`src/rtl/mem_ctrl_pkg.sv`:
```
// Shared types and default sizes for the MEM-stage access controller.
package mem_ctrl_pkg;

    typedef enum logic {
        IDLE = 1'b0,
        BUSY = 1'b1
    } state_t;

    localparam int DATA_W_DEFAULT      = 16;
    localparam int ADDR_W_DEFAULT      = 16;
    localparam int RD_W_DEFAULT        = 4;
    localparam int MEM_TIMEOUT_DEFAULT = 255;

endpackage

```
`src/rtl/mem_access_ctrl_if.sv`:
```
// Request/ack data-memory bus between the MEM-stage controller (master) and the memory (slave).
interface mem_access_ctrl_if #(
    parameter int DATA_W = 16,
    parameter int ADDR_W = 16
);

    logic              mem_req;
    logic              mem_we;
    logic [ADDR_W-1:0] mem_addr;
    logic [DATA_W-1:0] mem_wdata;
    logic              mem_ack;
    logic [DATA_W-1:0] mem_rdata;

    modport master (
        output mem_req,
        output mem_we,
        output mem_addr,
        output mem_wdata,
        input  mem_ack,
        input  mem_rdata
    );

    modport slave (
        input  mem_req,
        input  mem_we,
        input  mem_addr,
        input  mem_wdata,
        output mem_ack,
        output mem_rdata
    );

endinterface

```
`src/rtl/mem_timeout_cnt.sv`:
```
// Counts BUSY cycles without ack; expired flags the last allowed cycle (used with MEM_TIMEOUT_EN).
module mem_timeout_cnt (
    input  logic        clk,
    input  logic        rst,
    input  logic        clr,
    input  logic        en,
    input  logic [15:0] limit,
    output logic        expired
);

    logic [15:0] count;

    always_ff @(posedge clk or posedge rst) begin
        if (rst) begin
            count <= '0;
        end else if (clr) begin
            count <= '0;
        end else if (en) begin
            count <= count + 16'd1;
        end
    end

    // Gated by en, so an ack in the limit cycle (which drops en) wins over the timeout.
    assign expired = en && (count == limit - 16'd1);

endmodule

```
`src/rtl/mem_access_ctrl.sv`:
```
// MEM-stage sequencer: one req/ack memory access per LW/SW, stalling the pipeline until ack.
// Optional access timeout with mem_err pulse when MEM_TIMEOUT_EN is defined.
module mem_access_ctrl
    import mem_ctrl_pkg::*;
#(
    parameter int DATA_W      = DATA_W_DEFAULT,
    parameter int ADDR_W      = ADDR_W_DEFAULT,
    parameter int RD_W        = RD_W_DEFAULT,
    parameter int TIMEOUT_CYC = MEM_TIMEOUT_DEFAULT
) (
    input  logic              clk,
    input  logic              rst,
    input  logic              mem_to_reg,
    input  logic              reg_to_mem,
    input  logic [RD_W-1:0]   reg_rd,
    input  logic [DATA_W-1:0] alu_result,
    input  logic [DATA_W-1:0] save_word,
    output logic              stall,
    mem_access_ctrl_if.master mem,
    output logic              wb_valid,
    output logic [RD_W-1:0]   wb_rd,
    output logic [DATA_W-1:0] wb_data,
    output logic              mem_err
);

    state_t            state;
    state_t            next_state;
    logic              access;
    logic              timeout;
    logic [RD_W-1:0]   rd_q;

    if (TIMEOUT_CYC < 1 || TIMEOUT_CYC > 65535) begin : g_bad_timeout
        $error("mem_access_ctrl: TIMEOUT_CYC out of range 1..65535");
    end

    assign access = mem_to_reg | reg_to_mem;

`ifdef MEM_TIMEOUT_EN
    logic tmo_expired;

    mem_timeout_cnt u_timeout (
        .clk     (clk),
        .rst     (rst),
        .clr     (state == IDLE),
        .en      ((state == BUSY) && !mem.mem_ack),
        .limit   (16'(TIMEOUT_CYC)),
        .expired (tmo_expired)
    );

    assign timeout = tmo_expired;

    always_ff @(posedge clk or posedge rst) begin
        if (rst) begin
            mem_err <= 1'b0;
        end else begin
            mem_err <= timeout;
        end
    end
`else
    assign timeout = 1'b0;
    assign mem_err = 1'b0;
`endif

    always_ff @(posedge clk or posedge rst) begin
        if (rst) begin
            state <= IDLE;
        end else begin
            state <= next_state;
        end
    end

    always_comb begin
        next_state = state;
        case (state)
            IDLE:    if (access) next_state = BUSY;
            BUSY:    if (mem.mem_ack || timeout) next_state = IDLE;
            default: next_state = IDLE;
        endcase
    end

    // Stall drops in the ack (or timeout) cycle so EX/MEM advances on that edge.
    always_comb begin
        stall = 1'b0;
        case (state)
            IDLE:    stall = access;
            BUSY:    stall = !mem.mem_ack && !timeout;
            default: stall = 1'b0;
        endcase
    end

    // Store wins when both request bits are set; rdata is only captured for loads.
    always_ff @(posedge clk or posedge rst) begin
        if (rst) begin
            mem.mem_req   <= 1'b0;
            mem.mem_we    <= 1'b0;
            mem.mem_addr  <= '0;
            mem.mem_wdata <= '0;
            rd_q          <= '0;
            wb_valid      <= 1'b0;
            wb_rd         <= '0;
            wb_data       <= '0;
        end else begin
            wb_valid <= 1'b0;
            if (state == IDLE && access) begin
                mem.mem_req   <= 1'b1;
                mem.mem_we    <= reg_to_mem;
                mem.mem_addr  <= alu_result[ADDR_W-1:0];
                mem.mem_wdata <= save_word;
                rd_q          <= reg_rd;
            end else if (state == BUSY && (mem.mem_ack || timeout)) begin
                mem.mem_req <= 1'b0;
                if (mem.mem_ack && !mem.mem_we) begin
                    wb_valid <= 1'b1;
                    wb_rd    <= rd_q;
                    wb_data  <= mem.mem_rdata;
                end
            end
        end
    end

endmodule

```
`src/flat_wrapper.sv`:
```
// flat-port wrapper written by rule: the top's interface ports become plain ports
module mem_access_ctrl_flat import mem_ctrl_pkg::*;
#(
    parameter int DATA_W      = DATA_W_DEFAULT,
    parameter int ADDR_W      = ADDR_W_DEFAULT,
    parameter int RD_W        = RD_W_DEFAULT,
    parameter int TIMEOUT_CYC = MEM_TIMEOUT_DEFAULT
)
  (clk, rst, mem_to_reg, reg_to_mem, reg_rd, alu_result, save_word, stall, wb_valid, wb_rd, wb_data, mem_err, mem_mem_req, mem_mem_we, mem_mem_addr, mem_mem_wdata, mem_mem_ack, mem_mem_rdata);
  mem_access_ctrl_if #(.DATA_W(DATA_W), .ADDR_W(ADDR_W)) mem_i ();
  input  logic clk;
  input  logic rst;
  input  logic mem_to_reg;
  input  logic reg_to_mem;
  input  logic [RD_W-1:0] reg_rd;
  input  logic [DATA_W-1:0] alu_result;
  input  logic [DATA_W-1:0] save_word;
  output logic stall;
  output logic wb_valid;
  output logic [RD_W-1:0] wb_rd;
  output logic [DATA_W-1:0] wb_data;
  output logic mem_err;
  output wire logic [$bits(mem_i.mem_req)-1:0] mem_mem_req;
  output wire logic [$bits(mem_i.mem_we)-1:0] mem_mem_we;
  output wire logic [$bits(mem_i.mem_addr)-1:0] mem_mem_addr;
  output wire logic [$bits(mem_i.mem_wdata)-1:0] mem_mem_wdata;
  input wire logic [$bits(mem_i.mem_ack)-1:0] mem_mem_ack;
  input wire logic [$bits(mem_i.mem_rdata)-1:0] mem_mem_rdata;
  assign mem_mem_req = mem_i.mem_req;
  assign mem_mem_we = mem_i.mem_we;
  assign mem_mem_addr = mem_i.mem_addr;
  assign mem_mem_wdata = mem_i.mem_wdata;
  assign mem_i.mem_ack = mem_mem_ack;
  assign mem_i.mem_rdata = mem_mem_rdata;
  mem_access_ctrl #(.DATA_W(DATA_W), .ADDR_W(ADDR_W), .RD_W(RD_W), .TIMEOUT_CYC(TIMEOUT_CYC)) u_core (.clk(clk), .rst(rst), .mem_to_reg(mem_to_reg), .reg_to_mem(reg_to_mem), .reg_rd(reg_rd), .alu_result(alu_result), .save_word(save_word), .stall(stall), .mem(mem_i), .wb_valid(wb_valid), .wb_rd(wb_rd), .wb_data(wb_data), .mem_err(mem_err));
endmodule
```
`config.mk`:
```
export PLATFORM = sky130hd
export DESIGN_NAME = mem_access_ctrl_flat
export DESIGN_NICKNAME = d
export VERILOG_FILES = /design/src/rtl/mem_ctrl_pkg.sv /design/src/rtl/mem_access_ctrl_if.sv /design/src/rtl/mem_timeout_cnt.sv /design/src/rtl/mem_access_ctrl.sv /design/src/flat_wrapper.sv
export SDC_FILE = /design/constraint.sdc
export NUM_CORES = 1
export LEC_CHECK = 0
export CORE_MARGIN = 3
export CORE_UTILIZATION = 35
export DETAILED_ROUTE_END_ITERATION = 6
export DONT_BUFFER_PORTS = 1
export GPL_TIMING_DRIVEN = 0
export PLACE_DENSITY = 0.63
export SLEW_MARGIN = 20
export SYNTH_ARGS = -nofsm -noshare
export SYNTH_HDL_FRONTEND = slang
export SYNTH_HIERARCHICAL = 1
export SYNTH_SLANG_ARGS = --single-unit
export TNS_END_PERCENT = 5
```
`constraint.sdc`:
```
create_clock -name clk -period 1.85 [get_ports clk]
set_clock_uncertainty 0.05 [all_clocks]
set_input_delay 0.37 -clock clk [delete_from_list [all_inputs] [get_ports clk]]
set_output_delay 0.37 -clock clk [all_outputs]
set_load 0.005 [all_outputs]
```
==> out/metrics.yaml, run 1 <==
cts-root-buf: "clkbuf_8"
ys_seq_elements: 60
nets: 205
worstPathRequired_ns: 1.43
p_leak_nw: 1.266
start_kind: "flop"
maxCapViolations: 0
tns_ns: 0
htree_levels: 3
die-area_mm2: 0.007875
insertedDiodeCount: 0
die-width_um: 88.74
finalHoldViolCount: 0
postRouteAntennaNets: 0
synth.net_count: 192
die_y_um: 88.74
ys_warn_count: 6
grt_max_degree: 32
first_global_vias: 1267
rows: 29
grt_antenna_before_repair: 0
n_fill_cell: 600
drv_slew: 0
end_kind: "output pin"
design.core.area_mm2: 0.006495
multi_input_area_um2: 790.8
synthAdderAreaFrac: 0
power.density_mw_per_mm2: 1362
drt_iter0_markers: 17
clk_latency_ns: 0.32
crit_type: "flop to output pin"
grt_remaining_overflow: 0
arrival_ns: 1.05
yosysUniqueCellTypes: 16
drt-wirelength-per-cell_um: 20.12
peakVddDrop_mv: 0.5636
critPathMaxFanout: 7
regArea_mm2: 0.001501
synth_area_mm2: 0.002396
outcome: "finished clean"
boundaryPins: 114
netlist_instances: 135
power_mw: 3.690
period_minus_slack_ns: 1.474
grt_pass1_wl_um: 6637
ys_seq_area_frac: 0.6266
final_common_cell: "dfrtp_1"
synth-simple-area-share: 0.007833
fmax_ghz: 0.6785
synthMuxAreaShare: 0.3086
cts_buffers: 9
start_util: 0.3689
synth_compound_area_frac: 0.01201
num_vias: 1164
drive_gt1_frac: 0.5163
worst_slew_pin_slew_ns: 0.6781
drt_pass1_iterations: 3
io_buffers: 0
cts.clk_slew.worst_paths_ns: 0.07
viasPerCell: 5.061
rsz0062_at_grt: "false"
synth_top_family_by_area: "multiplexers"
synth-xor-area-share: 0
avgSynthCellArea_um2: 17.75
area_growth_pct: 13.11
cts_tree: "done"
cts_buffer_depth: 2
setup_viol: 0
cts_sinks: 60
fin_crit_sh: 0.7967
grt_util_all_layers: 0.1176
routed_wl_um: 4627
final_cell_mix: "dfrtp_1 (60), mux2_4 (29), mux2_2 (27)"
drcViolationCount: 0
slew_headroom: 0.5470
place.gp.congestion: 0.6627
dp.final_hpwl_um: 3451
hold_class: "input pin to flop"
whs_ns: 0.09395
## through the flow
stage | instances | instance area, um^2 | utilization | worst slack (ns)
after CTS | 230 | 2710 | 0.4173 | 0.3562
after global placement | 212 | 2496 | 0.3843 | 0.4286
after floorplan | 135 | 2400 | - | 0.5214
after detailed placement | 213 | 2516 | 0.3874 | 0.3805
final | 230 | 2710 | 0.4173 | 0.3761
after global routing | 230 | 2710 | 0.4173 | 0.2766
## per-layer routing
layer,track usage,wire (um)
met5,0,0
met4,0.06593,95
met3,0.05773,595
met2,0.1815,2265
met1,0.1325,1672
## final timing paths
| check | startpoint | endpoint | slack [ns] | cells after the start |
|---|---|---|---|---|
| max in group asynchronous | rst | u_core/mem.mem_addr[15]$_DFFE_PP0P_ | 0.62 | 3 |
| hold reg to reg | u_core/rd_q[3]$_DFFE_PP0P_ | u_core/wb_rd[3]$_DFFE_PP0P_ | 0.46 | 1 |
| setup reg to reg | u_core/state$_DFF_PP0_ | u_core/wb_rd[2]$_DFFE_PP0P_ | 0.41 | 3 |
| setup / recovery | u_core/state$_DFF_PP0_ | stall | 0.38 | 2 |
| min in group asynchronous | rst | u_core/mem.mem_addr[3]$_DFFE_PP0P_ | 0.57 | 2 |
| hold / removal | mem_mem_ack | u_core/mem.mem_req$_DFFE_PP0P_ | 0.09 | 1 |
## cell type report
| type | count | share of cell area |
|---|---|---|
| multi-input combinational | 64 | 0.2918 |
| buffer | 7 | 0.03278 |
| timing repair buffer | 2 | 0.01108 |
| clock inverter | 5 | 0.01939 |
| tap | 77 | 0.03555 |
| inverter | 4 | 0.006925 |
| sequential | 60 | 0.5540 |
| clock buffer | 11 | 0.04848 |
## worst max-delay path: stages, from the launching register on
cell and delay, ns:
dfrtp_1 0.43, nor3_1 0.07, a21oi_1 0.23
## power breakdown
part           total, mW  switching (mW)  internal (mW)
registers           1.99           0.305           1.68
logic              0.611           0.190          0.421
clock network       1.09           0.478          0.615
total               3.69           0.972           2.72
## state kept, by name, summed over array words and instances, names as in the netlist
| signal | flops |
|---|---|
| u_core/rd_q | 4 |
| u_core/mem.mem_we | 1 |
| u_core/state | 1 |
| u_core/wb_valid | 1 |
| u_core/mem.mem_wdata | 16 |
| u_core/mem.mem_addr | 16 |
| u_core/wb_rd | 4 |
| u_core/mem.mem_req | 1 |
| u_core/wb_data | 16 |
## logic make-up after synthesis
group / after synthesis
flip-flops: 60
multiplexers: 56
buffers and inverters: 11
AO/OA/AOI/OAI: 4
AND/OR/NAND/NOR: 3
other: 1
## Yosys cell counts (all sizes together)
master  instances  area share
conb            1      0.0016
nand2b          1      0.0026
a21oi           1      0.0021
a22oi           1      0.0031
mux2           56        0.31
dfrtp          60        0.63
nand3b          1      0.0031
nor3            1      0.0021
inv             4      0.0063
a22o            1      0.0037
buf             7       0.037
o21bai          1      0.0031
## what timing repair did
item	in CTS	in global routing
hold buffers	1	0
resized for setup	0	0
hold endpoints to repair	29	0
buffers inserted	0	0
(Power assumes the default switching activity.)
==> run 2, diff against run 1 <==
PLACE_DENSITY = 0.61   (was 0.63)
clock period = 1.5 ns   (was 1.85 ns; I/O delays follow)
==> run 2 against run 1 <==
Utilization hardly changed. Critical path type is now flop to flop. Hold slack got worse by 0.033 ns. Die area did not move. Design area about the same. Flip-flop and latch count stayed put.
==> out/metrics.yaml, run 2 (same netlist as run 1, synthesis figures left out) <==
viasPerCell: 5.039
drt_pass1_iterations: 4
p_sw_frac: 0.2529
grt_max_degree: 32
slew_headroom: 0.5808
instances_no_fill: 229
worstPathRequired_ns: 1.65
finalHoldViolCount: 0
maxCapViolations: 0
routed_wl_um: 4246
p_leak_nw: 1.271
peakVddDrop_mv: 0.4767
drive_gt1_frac: 0.5263
area_growth_pct: 13.21
drt-wirelength-per-cell_um: 18.54
crit_type: "flop to flop"
cts-root-buf: "clkbuf_8"
p_int_mw: 3.307
cts.clk_slew.worst_paths_ns: 0.06
final_common_cell: "dfrtp_1"
grt_remaining_overflow: 0
arrival_ns: 1.58
dp.final_hpwl_um: 3233
final_util: 0.4176
critPathMaxFanout: 10
grt_pass1_wl_um: 6065
top_regs: "u_core/mem.mem_addr: 16 flops, u_core/mem.mem_wdata: 16 flops, u_core/wb_data: 16 flops"
rrSetupSlack_ns: 0.07
cts_buffer_depth: 2
boundaryPins: 114
drcViolationCount: 0
n_fill_cell: 566
rsz0062_at_grt: "false"
grt_antenna_before_repair: 0
dp_slack_ns: 0.06848
p_clk_frac: 0.279
start_util: 0.3689
postLayoutCellArea_mm2: 0.002713
cts_buffers: 9
whs_ns: 0.06136
cts_tree: "done"
rr_worst_depth: 3
p_seq_frac: 0.552
tns_ns: 0
num_vias: 1154
power.density_mw_per_mm2: 1632
fin_crit_sh: 0.9546
r2r_start: "u_core/state$_DFF_PP0_"
place.gp.congestion: 0.6552
place_area_mm2: 0.002516
die-area_mm2: 0.007875
outcome: "finished clean"
htree_levels: 3
worst_slew_pin_slew_ns: 0.6274
grt_util_all_layers: 0.1087
final.setup.worst_slack_ns: 0.06803
crit_end: "u_core/wb_data[14]$_DFFE_PP0P_"
period_minus_slack_ns: 1.432
placed_cells: 213
clk_latency_ns: 0.32
drv_slew: 0
die-width_um: 88.74
nets: 206
design.core.area_mm2: 0.006495
rows: 29
start_kind: "flop"
io_buffers: 0
hold_class: "input pin to flop"
fmax_ghz: 0.6983
end_kind: "flop"
first_global_vias: 1241
r2r_end: "u_core/wb_data[14]$_DFFE_PP0P_"
setup_viol: 0
combPwrFrac: 0.170
power_mw: 4.426
postCtsSetupRepairBufs: 0
cts_sinks: 60
power_switching_mw: 1.119
insertedDiodeCount: 0
die_y_um: 88.74
postRouteAntennaNets: 0
crit_start: "u_core/state$_DFF_PP0_"
final_cell_mix: "dfrtp_1 (59), mux2_4 (29), mux2_2 (27)"
drt_iter0_markers: 19
run 2: worst min path at each step:
stage	startpoint	endpoint	slack (ns)	cells after the start
CTS	mem_mem_ack	u_core/mem.mem_req$_DFFE_PP0P_	0.001	1
finish	mem_mem_ack	u_core/state$_DFF_PP0_	0.06	1
global placement	mem_mem_ack	u_core/mem.mem_req$_DFFE_PP0P_	0.36	1
floorplan	rst	u_core/mem.mem_addr[0]$_DFFE_PP0P_	0.36	1
global route	mem_mem_ack	u_core/state$_DFF_PP0_	0.03	1
detailed placement	rst	u_core/wb_valid$_DFF_PP0_	0.23	1
run 2: power by group through the flow:
stage	sequential [mW]	clock, mW	combinational [mW]
3_5_place_dp	2.47	0	0.763
4_1_cts	2.45	1.30	0.764
3_3_place_gp	2.46	0	0.711
5_1_grt	2.50	1.36	0.815
2_1_floorplan	2.35	0	0.671
6_report	2.44	1.23	0.750
run 2: area by class of cell:
| cell class | instances | area (um^2) | area share |
|---|---|---|---|
| plain buffers | 7 | 88.84 | 0.03275 |
| clock buffers | 12 | 165.2 | 0.06089 |
| clock inverters | 2 | 10.01 | 0.003690 |
| inverters | 4 | 18.77 | 0.006919 |
| multi-input cells | 64 | 790.8 | 0.2915 |
| flip-flops and latches | 60 | 1503 | 0.5540 |
| well taps | 77 | 96.34 | 0.03552 |
| repair buffers | 3 | 40.04 | 0.01476 |
run 2: what timing repair did:
item                                   4_1_cts  5_1_grt
endpoints found under the hold margin       29        1
hold buffers                                 1        1
setup endpoints to repair                    0       11
resized for setup                            0        1
run 2: critical path, stage by stage, from the launching register on:
cell and delay [ns]:
dfrtp_2 0.43, nand3b_1 0.14, buf_2 0.30, mux2_2 0.38
run 2: metal layers:
layer | up-vias | track usage | routed length, um | part of all wire
met5 | - | 0 | 0 | 0
met3 | 8 | 0.05307 | 456 | 0.11
met1 | 578 | 0.1086 | 1487 | 0.35
li1 | 492 | - | - | -
met4 | 0 | 0.07418 | 80 | 0.019
met2 | 76 | 0.1775 | 2221 | 0.52
